## src/rtl/rv32m_pkg.sv

```systemverilog
// Shared definitions for the RV32M iterative divider.
// Build option: RV32M_DIV_EARLY_OUT_EN (1-edge divide-by-zero/overflow).
package rv32m_pkg;

  localparam logic [1:0] DIV_OP_DIV  = 2'b00;
  localparam logic [1:0] DIV_OP_DIVU = 2'b01;
  localparam logic [1:0] DIV_OP_REM  = 2'b10;
  localparam logic [1:0] DIV_OP_REMU = 2'b11;

  localparam int DIV_N       = 32;
  localparam int DIV_LATENCY = DIV_N + 2;

  typedef enum logic [1:0] {
    S_IDLE,
    S_CALC,
    S_FIX,
    S_DONE
  } div_state_e;

endpackage

```

## src/rtl/div_abs_neg.sv

```systemverilog
// Conditional two's-complement negate.
// Used for operand magnitudes and result sign correction.
module div_abs_neg #(
  parameter int n = 32
) (
  input  logic [n-1:0] a,
  input  logic         neg,
  output logic [n-1:0] y
);

  assign y = neg ? (~a + 1'b1) : a;

endmodule

```

## src/rtl/rv32m_div_unit.sv

```systemverilog
// Radix-2 restoring divider for DIV/DIVU/REM/REMU.
// Build option: RV32M_DIV_EARLY_OUT_EN skips CALC/FIX for special cases.
module rv32m_div_unit
  import rv32m_pkg::*;
#(
  parameter int n = 32
) (
  input  logic         clk,
  input  logic         rst_n,
  input  logic         start,
  input  logic         kill,
  input  logic [1:0]   op,
  input  logic [n-1:0] dividend,
  input  logic [n-1:0] divisor,
  output logic         busy,
  output logic         done,
  output logic [n-1:0] result
);

  localparam int CW = $clog2(n);
  localparam logic [CW-1:0] LAST = CW'(n - 1);

  div_state_e   state;
  logic [1:0]   op_q;
  logic [n-1:0] quo;
  logic [n-1:0] rem;
  logic [n-1:0] dvs_q;
  logic [n-1:0] dvd_q;
  logic [CW-1:0] cnt;
  logic         neg_q;
  logic         neg_r;
  logic         dz_q;

  logic         sgn;
  logic         dvd_neg;
  logic         dvs_neg;
  logic         dz_in;
  logic [n-1:0] dvd_abs;
  logic [n-1:0] dvs_abs;
  logic [n:0]   tmp;
  logic [n:0]   trial;
  logic         is_rem;
  logic [n-1:0] fix_val;
  logic         fix_neg;
  logic [n-1:0] fix_res;
  logic [n-1:0] final_res;

  assign sgn = (op == DIV_OP_DIV) || (op == DIV_OP_REM);
  assign dvd_neg = sgn & dividend[n-1];
  assign dvs_neg = sgn & divisor[n-1];
  assign dz_in = (divisor == '0);

  div_abs_neg #(.n(n)) u_dvd_abs (
    .a   (dividend),
    .neg (dvd_neg),
    .y   (dvd_abs)
  );

  div_abs_neg #(.n(n)) u_dvs_abs (
    .a   (divisor),
    .neg (dvs_neg),
    .y   (dvs_abs)
  );

  assign tmp = {rem, quo[n-1]};
  assign trial = tmp - {1'b0, dvs_q};

  assign is_rem = (op_q == DIV_OP_REM) || (op_q == DIV_OP_REMU);
  assign fix_val = is_rem ? rem : quo;
  assign fix_neg = is_rem ? neg_r : neg_q;

  div_abs_neg #(.n(n)) u_fix (
    .a   (fix_val),
    .neg (fix_neg),
    .y   (fix_res)
  );

  // Divide-by-zero bypasses the datapath entirely.
  assign final_res = !dz_q ? fix_res :
                     is_rem ? dvd_q : '1;

`ifdef RV32M_DIV_EARLY_OUT_EN
  logic ovf_in;
  assign ovf_in = sgn
    && (dividend == {1'b1, {(n-1){1'b0}}})
    && (divisor == '1);
`endif

  always_ff @(posedge clk or negedge rst_n) begin
    if (!rst_n) begin
      state  <= S_IDLE;
      op_q   <= '0;
      quo    <= '0;
      rem    <= '0;
      dvs_q  <= '0;
      dvd_q  <= '0;
      cnt    <= '0;
      neg_q  <= 1'b0;
      neg_r  <= 1'b0;
      dz_q   <= 1'b0;
      busy   <= 1'b0;
      done   <= 1'b0;
      result <= '0;
    end else begin
      done <= 1'b0;
      if (kill) begin
        state <= S_IDLE;
        busy  <= 1'b0;
      end else begin
        unique case (state)
          S_IDLE: begin
            if (start) begin
              op_q  <= op;
              quo   <= dvd_abs;
              dvs_q <= dvs_abs;
              dvd_q <= dividend;
              rem   <= '0;
              cnt   <= '0;
              neg_q <= dvd_neg ^ dvs_neg;
              neg_r <= dvd_neg;
              dz_q  <= dz_in;
              busy  <= 1'b1;
              state <= S_CALC;
`ifdef RV32M_DIV_EARLY_OUT_EN
              // Overflow needs no iterations: quo=|dividend|, rem=0.
              if (dz_in || ovf_in) state <= S_DONE;
`endif
            end
          end
          S_CALC: begin
            if (!trial[n]) begin
              rem <= trial[n-1:0];
              quo <= {quo[n-2:0], 1'b1};
            end else begin
              rem <= tmp[n-1:0];
              quo <= {quo[n-2:0], 1'b0};
            end
            cnt <= cnt + 1'b1;
            if (cnt == LAST) state <= S_FIX;
          end
          S_FIX: begin
            result <= final_res;
            state  <= S_DONE;
          end
          S_DONE: begin
            result <= final_res;
            done   <= 1'b1;
            busy   <= 1'b0;
            state  <= S_IDLE;
          end
          default: state <= S_IDLE;
        endcase
      end
    end
  end

endmodule
```

## config.mk

```make
export PLATFORM = sky130hd
export DESIGN_NAME = rv32m_div_unit
export DESIGN_NICKNAME = d
export VERILOG_FILES = /design/src/rtl/rv32m_pkg.sv /design/src/rtl/div_abs_neg.sv /design/src/rtl/rv32m_div_unit.sv
export SDC_FILE = /design/constraint.sdc
export NUM_CORES = 1
export LEC_CHECK = 0
export ABC_CLOCK_PERIOD_IN_PS = 10700
export CORE_MARGIN = 5
export CORE_UTILIZATION = 40
export CTS_BUF_LIST = sky130_fd_sc_hd__clkbuf_16
export CTS_CLUSTER_DIAMETER = 40
export DETAILED_ROUTE_END_ITERATION = 8
export MAX_ROUTING_LAYER = met4
export PLACE_DENSITY = 0.62
export SYNTH_ARGS = -nofsm -noshare
export SYNTH_HDL_FRONTEND = slang
export SYNTH_SLANG_ARGS = --single-unit
```

## constraint.sdc

```tcl
create_clock -name clk -period 10.7 [get_ports clk]
set_clock_uncertainty 0.15 [all_clocks]
set_input_delay 1.07 -clock clk [delete_from_list [all_inputs] [get_ports clk]]
set_output_delay 1.07 -clock clk [all_outputs]
set_load 0.05 [all_outputs]
```

==> results of run 1 <==
==> area by class of cell <==
type | instances | area (um2) | area share
clock inverters | 14 | 181.4 | 0.01327
clock buffers | 17 | 425.4 | 0.03111
well taps | 384 | 480.5 | 0.03514
inverters | 57 | 214.0 | 0.01565
flip-flops and latches | 173 | 4330 | 0.3167
multi-input cells | 1147 | 6927 | 0.5066
repair buffers | 114 | 1115 | 0.08153
==> kinds of logic after synthesis <==
group | count (synthesis)
XOR/XNOR | 113
flip-flops | 173
AO/OA/AOI/OAI | 427
buffers and inverters | 136
multiplexers | 60
AND/OR/NAND/NOR | 505
adder cells (fa/ha/maj) | 42
==> flip-flops by register name, indices dropped and copies added, names as in the netlist <==
name    count
quo        32
dvs_q      32
dz_q        1
done        1
op_q        1
cnt         5
dvd_q      32
state       2
rem        32
neg_q       1
neg_r       1
result     32
busy        1
==> per-stage QoR <==
| stage | worst slack, ns | hold WS [ns] |
|---|---|---|
| floorplan | 6.025 | 0.2890 |
| global placement | 6.354 | 0.3026 |
| detailed placement | 6.319 | 0.3068 |
| CTS | 6.462 | 0.3241 |
| global route | 6.194 | 0.3462 |
| finish | 6.445 | 0.3230 |
==> metal layers <==
layer / track usage / part of all wire
met2: 0.2963 / 0.42
met5: - / 0
met3: 0.02621 / 0.058
met4: 0.03362 / 0.0092
met1: 0.3072 / 0.51
==> placed cells by master, fill, tap and decap left out, types with 5 or more instances in the layout <==
cell type,n
nand2_1,266
o21ai_0,183
dfrtp_1,172
a21oi_1,113
clkdlybuf4s50_1,102
nor2_1,92
xor2_1,62
inv_1,57
mux2i_1,55
xnor2_1,50
ha_1,40
nor3_1,29
o22ai_1,22
or3_1,20
a21o_1,18
nand3_1,17
clkbuf_16,17
o31ai_1,16
and3_1,12
a211oi_1,11
buf_4,11
nand2b_1,10
o221ai_1,9
or4_1,9
nor2b_1,8
o41ai_1,8
nand4_1,7
o211ai_1,7
nor4_1,7
a31oi_1,5
nand3b_1,5
nor3b_1,5
mux2_2,5
inv_6,5
==> power groups by stage <==
stage | clock (W) | sequential, W | combinational (W)
2_1_floorplan | 0 | 0.00134 | 0.00194
3_3_place_gp | 0 | 0.00123 | 0.00279
3_5_place_dp | 0 | 0.00124 | 0.00280
4_1_cts | 0.000672 | 0.00123 | 0.00281
5_1_grt | 0.000701 | 0.00128 | 0.00313
6_report | 0.000663 | 0.00123 | 0.00282
==> synth_stat cells, types with 10 or more instances <==
cell      instances  area share
a21o_1           19       0.012
inv_1            57       0.018
and3_1           12      0.0064
buf_2            10      0.0043
xor2_1           62       0.046
o22ai_1          22       0.012
o31ai_1          16       0.010
nor3_1           29       0.012
nand2b_1         10      0.0053
a211oi_1         11      0.0070
or3_1            20       0.011
nand3_1          17      0.0072
xnor2_1          50       0.037
nor2_1           93       0.030
mux2i_1          55       0.047
o21ai_0         183       0.078
nand2_1         266       0.085
buf_1            10      0.0032
a21oi_1         113       0.048
dfrtp_1         173        0.37
ha_1             41       0.044
clkbuf_1         59       0.019
==> worst max-delay path, stage by stage (launching register included) <==
cell and delay, ns:
dfrtp_2 0.34, buf_4 0.65, mux2i_1 0.41, ha_1 0.25, o221ai_1 0.14, or2_1 0.27
or4_1 0.68, or4_4 0.63, o41ai_2 0.26, xnor2_1 0.15, o221ai_1 0.13
==> worst max-delay path by stage <==
stage	slack [ns]	endpoint	depth (start not counted)
3_3_place_gp	6.35	quo[26]	9
3_5_place_dp	6.32	quo[26]	9
6_report	6.45	result[30]	10
4_1_cts	6.46	result[30]	10
5_1_grt	6.19	result[26]	10
2_1_floorplan	6.02	result[30]	16
==> impl_metrics.ini, run 1 <==
[status]
outcome = finished clean

[detailed_routing]
vias_per_cell = 5.452
routed_wl_um = 32620
first_pass_iters = 5
antenna_left = 0
drc = 0
first_iter_violations = 819
num_vias = 10390
wire_per_inst_um = 17.11

[finish]
syn2layout_area_growth_pct = 16.32
drive_above_1_share = 0.04271
antenna_cells = 0
instances_no_fill = 1906
nNetsFinal = 1622
fillers = 2803
fin_area_um2 = 13670
fin_util = 0.4738

[sta]
timing.final.crit_share = 0.3977
rsz0062_at_grt = no
fmax_ghz = 0.2350
tns_ns = 0
finalHoldViolCount = 0
fin_crit_ns = 4.255
maxSlewViolCount = 0
worstMarginPinSlew_ns = 1.101
relSlewSlack = 0.2450
setup_viol = 0

[global_routing]
antenna_found_initial = 0
track_usage = 0.2031
grt_pass1_wl_um = 53480
first_global_vias = 9830
grt_max_degree = 102
overflow = 0

[clock_network]
cts_buffers = 17
clk_latency_ns = 0.43
hold_buffers = 0
cts_resized = 0
post_cts_buffers = 0
clk_pin_slew_ns = 0.07
cts_tree = built
clock-sinks = 173
cts_root_buf = clkbuf_16
clk_path_buf_depth = 2
htree_levels = 4

[setup_path]
cp-start-kind = flop
r2r-start = op_q[1]
reg2reg_slack_ns = 6.45
criticalPathCategory = flop to flop
crit_fanout = 70
end_kind = flop
worstPathRequired_ns = 10.83
startpoint = op_q[1]
rr_worst_depth = 10
cp.arrival_ns = 4.39
r2r-end = result[30]

[synthesis]
synthSimpleGateAreaFrac = 0.1922
synth_compound_gate_area_share = 0.2132
syn_area_um2 = 11760
synthMuxAreaShare = 0.05162
syn_inst = 1456
synth_fp_nets = 1568
yosys_warnings = 0
async_flop_share = 1.000
synthDistinctLibCells = 66
synth.yosys.seq_area_share = 0.3683
ys.flop_type = dfrtp_1
synth_edf_count = 0
synth_xor_xnor_area_share = 0.08483
synth_seq_cells = 173
syn_avg_cell_area_um2 = 8.074
synthAdderAreaFrac = 0.04534
synth_top_family_by_area = compound AO/OA/AOI/OAI gates

[placed_design]
place_area_um2 = 13070
io_buffers = 103
place_congestion = 0.8964
place_inst = 1875
hpwl_um = 23960

[power_and_ir_drop]
vdd_ir_drop_max_uv = 137.6
finalPower_w = 0.004720
power_frac_comb = 0.598
swShare = 0.4851
p_leak_nw = 5.947
power.density_nw_per_um2 = 345.2
power.switching_w = 0.002290
p_int_w = 0.002431
clock_power_share = 0.141
seqPwrFrac = 0.262

[floorplan]
fp.dieW_um = 181.4
rows = 62
dieArea_um2 = 32920
io_pins = 104
start_util = 0.4073
die_h_um = 181.4
core_area_um2 = 28860

[worst_hold_path]
hold_class = flop to flop
hold_path_depth = 2
hold_end = dvd_q[17]
hold_start = dvd_q[17]

[run]
cap_violations = 0
Power figures use the tool's default switching activity.
==> run 2, diff against run 1 <==
ABC_CLOCK_PERIOD_IN_PS = 3600   (was 10700)
PLACE_DENSITY = 0.64   (was 0.62)
clock period = 3.6 ns   (was 10.7 ns; I/O delays follow)
==> run 2 against run 1 <==
Register-to-register slack got worse by 6.3 ns. Wire length rose by 2.6%. Non-clock buffer count rose by 41. Design area rose by 2.5%. Clock power rose to 2.8 times the previous value. Setup slack got worse by 6.3 ns. Combinational power rose to 3.2 times the previous value. Hold slack got worse by 0.0015 ns. Sequential power rose to 2.9 times the previous value. Via count rose by 2.5%. Die area did not move. Critical endpoint is now result[29].
==> impl_metrics.ini, run 2 (synthesis results as in run 1) <==
[status]
outcome = finished clean

[clock_network]
htree_levels = 4
cts_buffers = 17
clk_path_buf_depth = 2
cts_root_buf = clkbuf_16
clk_latency_ns = 0.44
cts_tree = built
clk_pin_slew_ns = 0.08
clock-sinks = 173

[finish]
instances_no_fill = 1949
fillers = 2830
mostFrequentLayoutCells = nand2_1 (266), o21ai_0 (182), dfrtp_1 (172)
layout_commonest_cell = nand2_1
drive_above_1_share = 0.07225
syn2layout_area_growth_pct = 19.20
nNetsFinal = 1663

[placed_design]
place_inst = 1913
hpwl_um = 25520
io_buffers = 103
place_congestion = 0.9019

[detailed_routing]
wl_met3_um = 1945
first_iter_violations = 924
antenna_left = 0
top_layer = met4
wl_met1_um = 16670
dr_wl_met2_um = 14320
routed_wl_um = 33460
wire_per_inst_um = 17.17
drc = 0
vias_per_cell = 5.465
first_pass_iters = 5
num_vias = 10650

[setup_path]
criticalPathCategory = flop to flop
end_kind = flop
worstPathRequired_ns = 3.73
cp-start-kind = flop
slowest_delay_ns = 0.47
reg2reg_slack_ns = 0.15
path_cells = buf_4 -> or3b_1 -> or4_1 -> a211oi_1 -> nand4_1 -> or3_1 -> o21ai_0 -> xnor2_1 -> o221ai_1
crit_fanout = 10
slowest_stage = or3_1
cp.arrival_ns = 3.58

[global_routing]
first_global_vias = 10360
grt_pass1_wl_um = 55790
grt_max_degree = 72
overflow = 0
antenna_found_initial = 1
track_usage = 0.2113

[floorplan]
io_pins = 104
rows = 62
start_util = 0.4073
die_h_um = 181.4
core_area_um2 = 28860
dieArea_um2 = 32920
fp.dieW_um = 181.4

[sta]
maxSlewViolCount = 0
rsz0062_at_grt = no
finalHoldViolCount = 0
timing.final.crit_share = 0.9586
tns_ns = 0
worstMarginPinSlew_ns = 0.9579
fmax_ghz = 0.2898
setup_viol = 0
whs_ns = 0.3215
fin_crit_ns = 3.451
relSlewSlack = 0.3598

[run]
cap_violations = 0

[power_and_ir_drop]
power.density_nw_per_um2 = 1024
vdd_ir_drop_max_uv = 429.5
p_leak_nw = 6.146

[worst_hold_path]
hold_class = flop to flop
## run 2: cell count changes in the layout (fill, tap and decap cells not counted), moves of 2 or more
| cell | previous run | this run |
|---|---|---|
| inv_8 | 1 | 6 |
| a211oi_2 | 0 | 2 |
| buf_4 | 11 | 48 |
| bufinv_16 | 3 | 0 |
| a211oi_1 | 11 | 9 |
| buf_12 | 0 | 2 |
## run 2: metal layers
| layer | up-vias | track usage |
|---|---|---|
| li1 | 5294 | - |
| met1 | 5014 | 0.3143 |
| met2 | 312 | 0.3026 |
| met3 | 31 | 0.03321 |
| met4 | 0 | 0.05044 |
| met5 | - | - |
## run 2: timing repair
action	in CTS	in global routing
setup buffers	0	2
endpoints found under the hold margin	68	0
endpoints found under the setup margin	0	33
hold buffers	1	0
gates resized for setup	0	9
## run 2: worst paths after layout
check / cells after the start / endpoint / startpoint
max: 9 / result[29] / op_q[1]
min: 2 / dvd_q[17] / dvd_q[17]
min reg2reg: 2 / dvd_q[17] / dvd_q[17]
max in group asynchronous: 3 / dvd_q[19] / rst_n
max reg2reg: 9 / result[29] / op_q[1]
min in group asynchronous: 2 / result[5] / rst_n
## run 2: power breakdown
group	internal (W)	switching (W)	leakage, nW	total (W)
Combinational	0.00358	0.00531	3.67	0.00889
Sequential	0.00282	0.000799	2.20	0.00362
Clock	0.000923	0.000914	0.274	0.00184
## run 2: stage by stage
stage	instance area (um2)	worst slack [ns]	utilization	total power [W]
final	14010	0.1492	0.4856	0.01435
after global routing	14010	0.006632	0.4856	0.01558
after CTS	13950	0.004545	0.4835	0.01423
after detailed placement	13380	0.03394	0.4636	0.01236
after global placement	13380	0.1525	0.4636	0.01222
after floorplan	11820	-0.4123	-	0.009816
## run 2: final cells by class
cell class / count / area (um2) / area share
clock inverters: 15 / 138.9 / 0.009912
flip-flops and latches: 173 / 4330 / 0.3090
multi-input cells: 1147 / 6967 / 0.4972
clock buffers: 17 / 425.4 / 0.03036
diodes: 1 / 2.502 / 0.0001786
inverters: 57 / 214.0 / 0.01527
repair buffers: 155 / 1454 / 0.1038
well taps: 384 / 480.5 / 0.03429
## run 2: worst max-delay path: cells and delay by family, from the launching register on
| family | cells | cell delay (ns) |
|---|---|---|
| AO/OA/AOI/OAI | 3 | 0.72 |
| AND/OR/NAND/NOR | 4 | 1.60 |
| flip-flops | 1 | 0.45 |
| XOR/XNOR | 1 | 0.16 |
| buffers and inverters | 1 | 0.22 |
==> run 3, diff against run 2 <==
CORE_MARGIN = default   (was 5)
CTS_CLUSTER_SIZE = 30   (was default)
==> run 3 against run 2 <==
First-iteration DRC count down 1.9%. Final cell count increased by 0.31%. Combinational power is 1% higher. Hold slack got worse by 0.0027 ns. Clock power increased by 10%. Setup slack gained 0.0070 ns.
==> impl_metrics.ini, run 3 (synthesis results as in run 1) <==
[detailed_routing]
vias_per_cell = 5.477
antenna_left = 0
first_pass_iters = 5
num_vias = 10710
drc = 0
wire_per_inst_um = 17.12
first_iter_violations = 906
routed_wl_um = 33480

[setup_path]
r2r-start = rem[29]
slowest_stage = or4_1
crit_fanout = 9
worstPathRequired_ns = 3.71
path_cells = ha_1 -> nand4_1 -> or3_1 -> or4_1 -> a211oi_2 -> nor3_4 -> xnor2_4 -> buf_4 -> mux2i_1 -> o21ai_0
criticalPathCategory = flop to flop
cp.arrival_ns = 3.56
path_buf_inv = 1
critical_path.top_delay_family = simple AND/OR/NAND/NOR gates
cp-start-kind = flop
startpoint = rem[29]
slowest_delay_ns = 0.54
end_kind = flop

[clock_network]
clk_path_buf_depth = 2
clk_latency_ns = 0.44
clock-sinks = 173
htree_levels = 4
cts_tree = built
cts_root_buf = clkbuf_16
cts_buffers = 17
clk_pin_slew_ns = 0.07

[finish]
fin_area_um2 = 14130
nNetsFinal = 1671
mostFrequentLayoutCells = nand2_1 (266), o21ai_0 (183), dfrtp_1 (172)
drive_above_1_share = 0.07638
fillers = 2831
syn2layout_area_growth_pct = 20.17
layout_commonest_cell = nand2_1
antenna_cells = 0

[floorplan]
dieArea_um2 = 30080
die_h_um = 173.4
start_util = 0.4084
rows = 62
io_pins = 104
core_area_um2 = 28780
fp.dieW_um = 173.4

[power_and_ir_drop]
p_int_w = 0.007643
clock_power_share = 0.139
power_frac_comb = 0.614
vdd_ir_drop_max_uv = 495.7
seqPwrFrac = 0.247
power.density_nw_per_um2 = 1038
swShare = 0.4790
power.switching_w = 0.007026
p_leak_nw = 6.223

[global_routing]
grt_pass1_wl_um = 54360
overflow = 0
antenna_found_initial = 0
grt_max_degree = 89
first_global_vias = 10200
track_usage = 0.2318

[sta]
relSlewSlack = 0.3817
setup_viol = 0
rsz0062_at_grt = no
fmax_ghz = 0.2904
whs_ns = 0.3188
fin_crit_ns = 3.444
maxSlewViolCount = 0
worstMarginPinSlew_ns = 0.9251
worst_slack_ns = 0.1561
timing.final.crit_share = 0.9566
finalHoldViolCount = 0

[run]
cap_violations = 0

[placed_design]
place_area_um2 = 13430
io_buffers = 103
hpwl_um = 25290
place_congestion = 0.9222
place_ws_ns = 0.02435

[worst_hold_path]
hold_class = flop to flop
hold_start = dvd_q[15]

[status]
outcome = finished clean
==> run 3: path summary, 6_finish.rpt <==
path | to | slack (ns) | depth (start not counted)
min in group asynchronous | result[3] | 0.41 | 2
setup / recovery | rem[10] | 0.16 | 10
max in group asynchronous | rem[23] | 1.83 | 3
hold / removal | dvd_q[15] | 0.32 | 2
hold reg to reg | dvd_q[15] | 0.32 | 2
setup reg to reg | rem[10] | 0.16 | 10
==> run 3: worst min-delay path, delay by kind of cell (launching register included) <==
family | cells | cell delay (ns)
and+or+nand+nor | 2 | 0.10
DFF | 1 | 0.34
==> run 3: power groups by stage <==
| stage | sequential [W] | clock [W] | combinational, W |
|---|---|---|---|
| 2_1_floorplan | 0.00399 | 0 | 0.00583 |
| 3_3_place_gp | 0.00362 | 0 | 0.00876 |
| 3_5_place_dp | 0.00365 | 0 | 0.00883 |
| 4_1_cts | 0.00362 | 0.00207 | 0.00888 |
| 5_1_grt | 0.00375 | 0.00213 | 0.00991 |
| 6_report | 0.00362 | 0.00203 | 0.00901 |
==> run 3: stage by stage <==
stage | utilization | TNS [ns] | std cells | total power (W)
finish | 0.4908 | 0 | 1955 | 0.01467
global placement | 0.4667 | 0 | 1920 | 0.01238
detailed placement | 0.4667 | 0 | 1920 | 0.01249
global route | 0.4908 | 0 | 1955 | 0.01579
floorplan | - | -1.040 | 1456 | 0.009816
CTS | 0.4892 | 0 | 1952 | 0.01456
==> run 3: area by class of cell <==
type / instances / area (um2) / area share
Clock inverter: 14 / 205.2 / 0.01453
Timing Repair Buffer: 163 / 1514 / 0.1072
Multi-Input combinational cell: 1147 / 6957 / 0.4925
Inverter: 57 / 214.0 / 0.01515
Sequential cell: 173 / 4330 / 0.3066
Tap cell: 384 / 480.5 / 0.03401
Clock buffer: 17 / 425.4 / 0.03012
==> run 3: metal layers <==
layer  routed length, um  vias up  global-route usage
met2               14410      292              0.3430
li1                    -     5323                   -
met3                1551       33             0.02851
met4                 385        0             0.05457
met1               17130     5060              0.3356
met5                   0        -                   -
==> run 3: timing repair <==
item	CTS	global route
endpoints found under the hold margin	86	0
gates resized for setup	1	5
buffers inserted	0	3
pin swaps	0	1
endpoints found under the setup margin	2	22
hold buffers	1	0
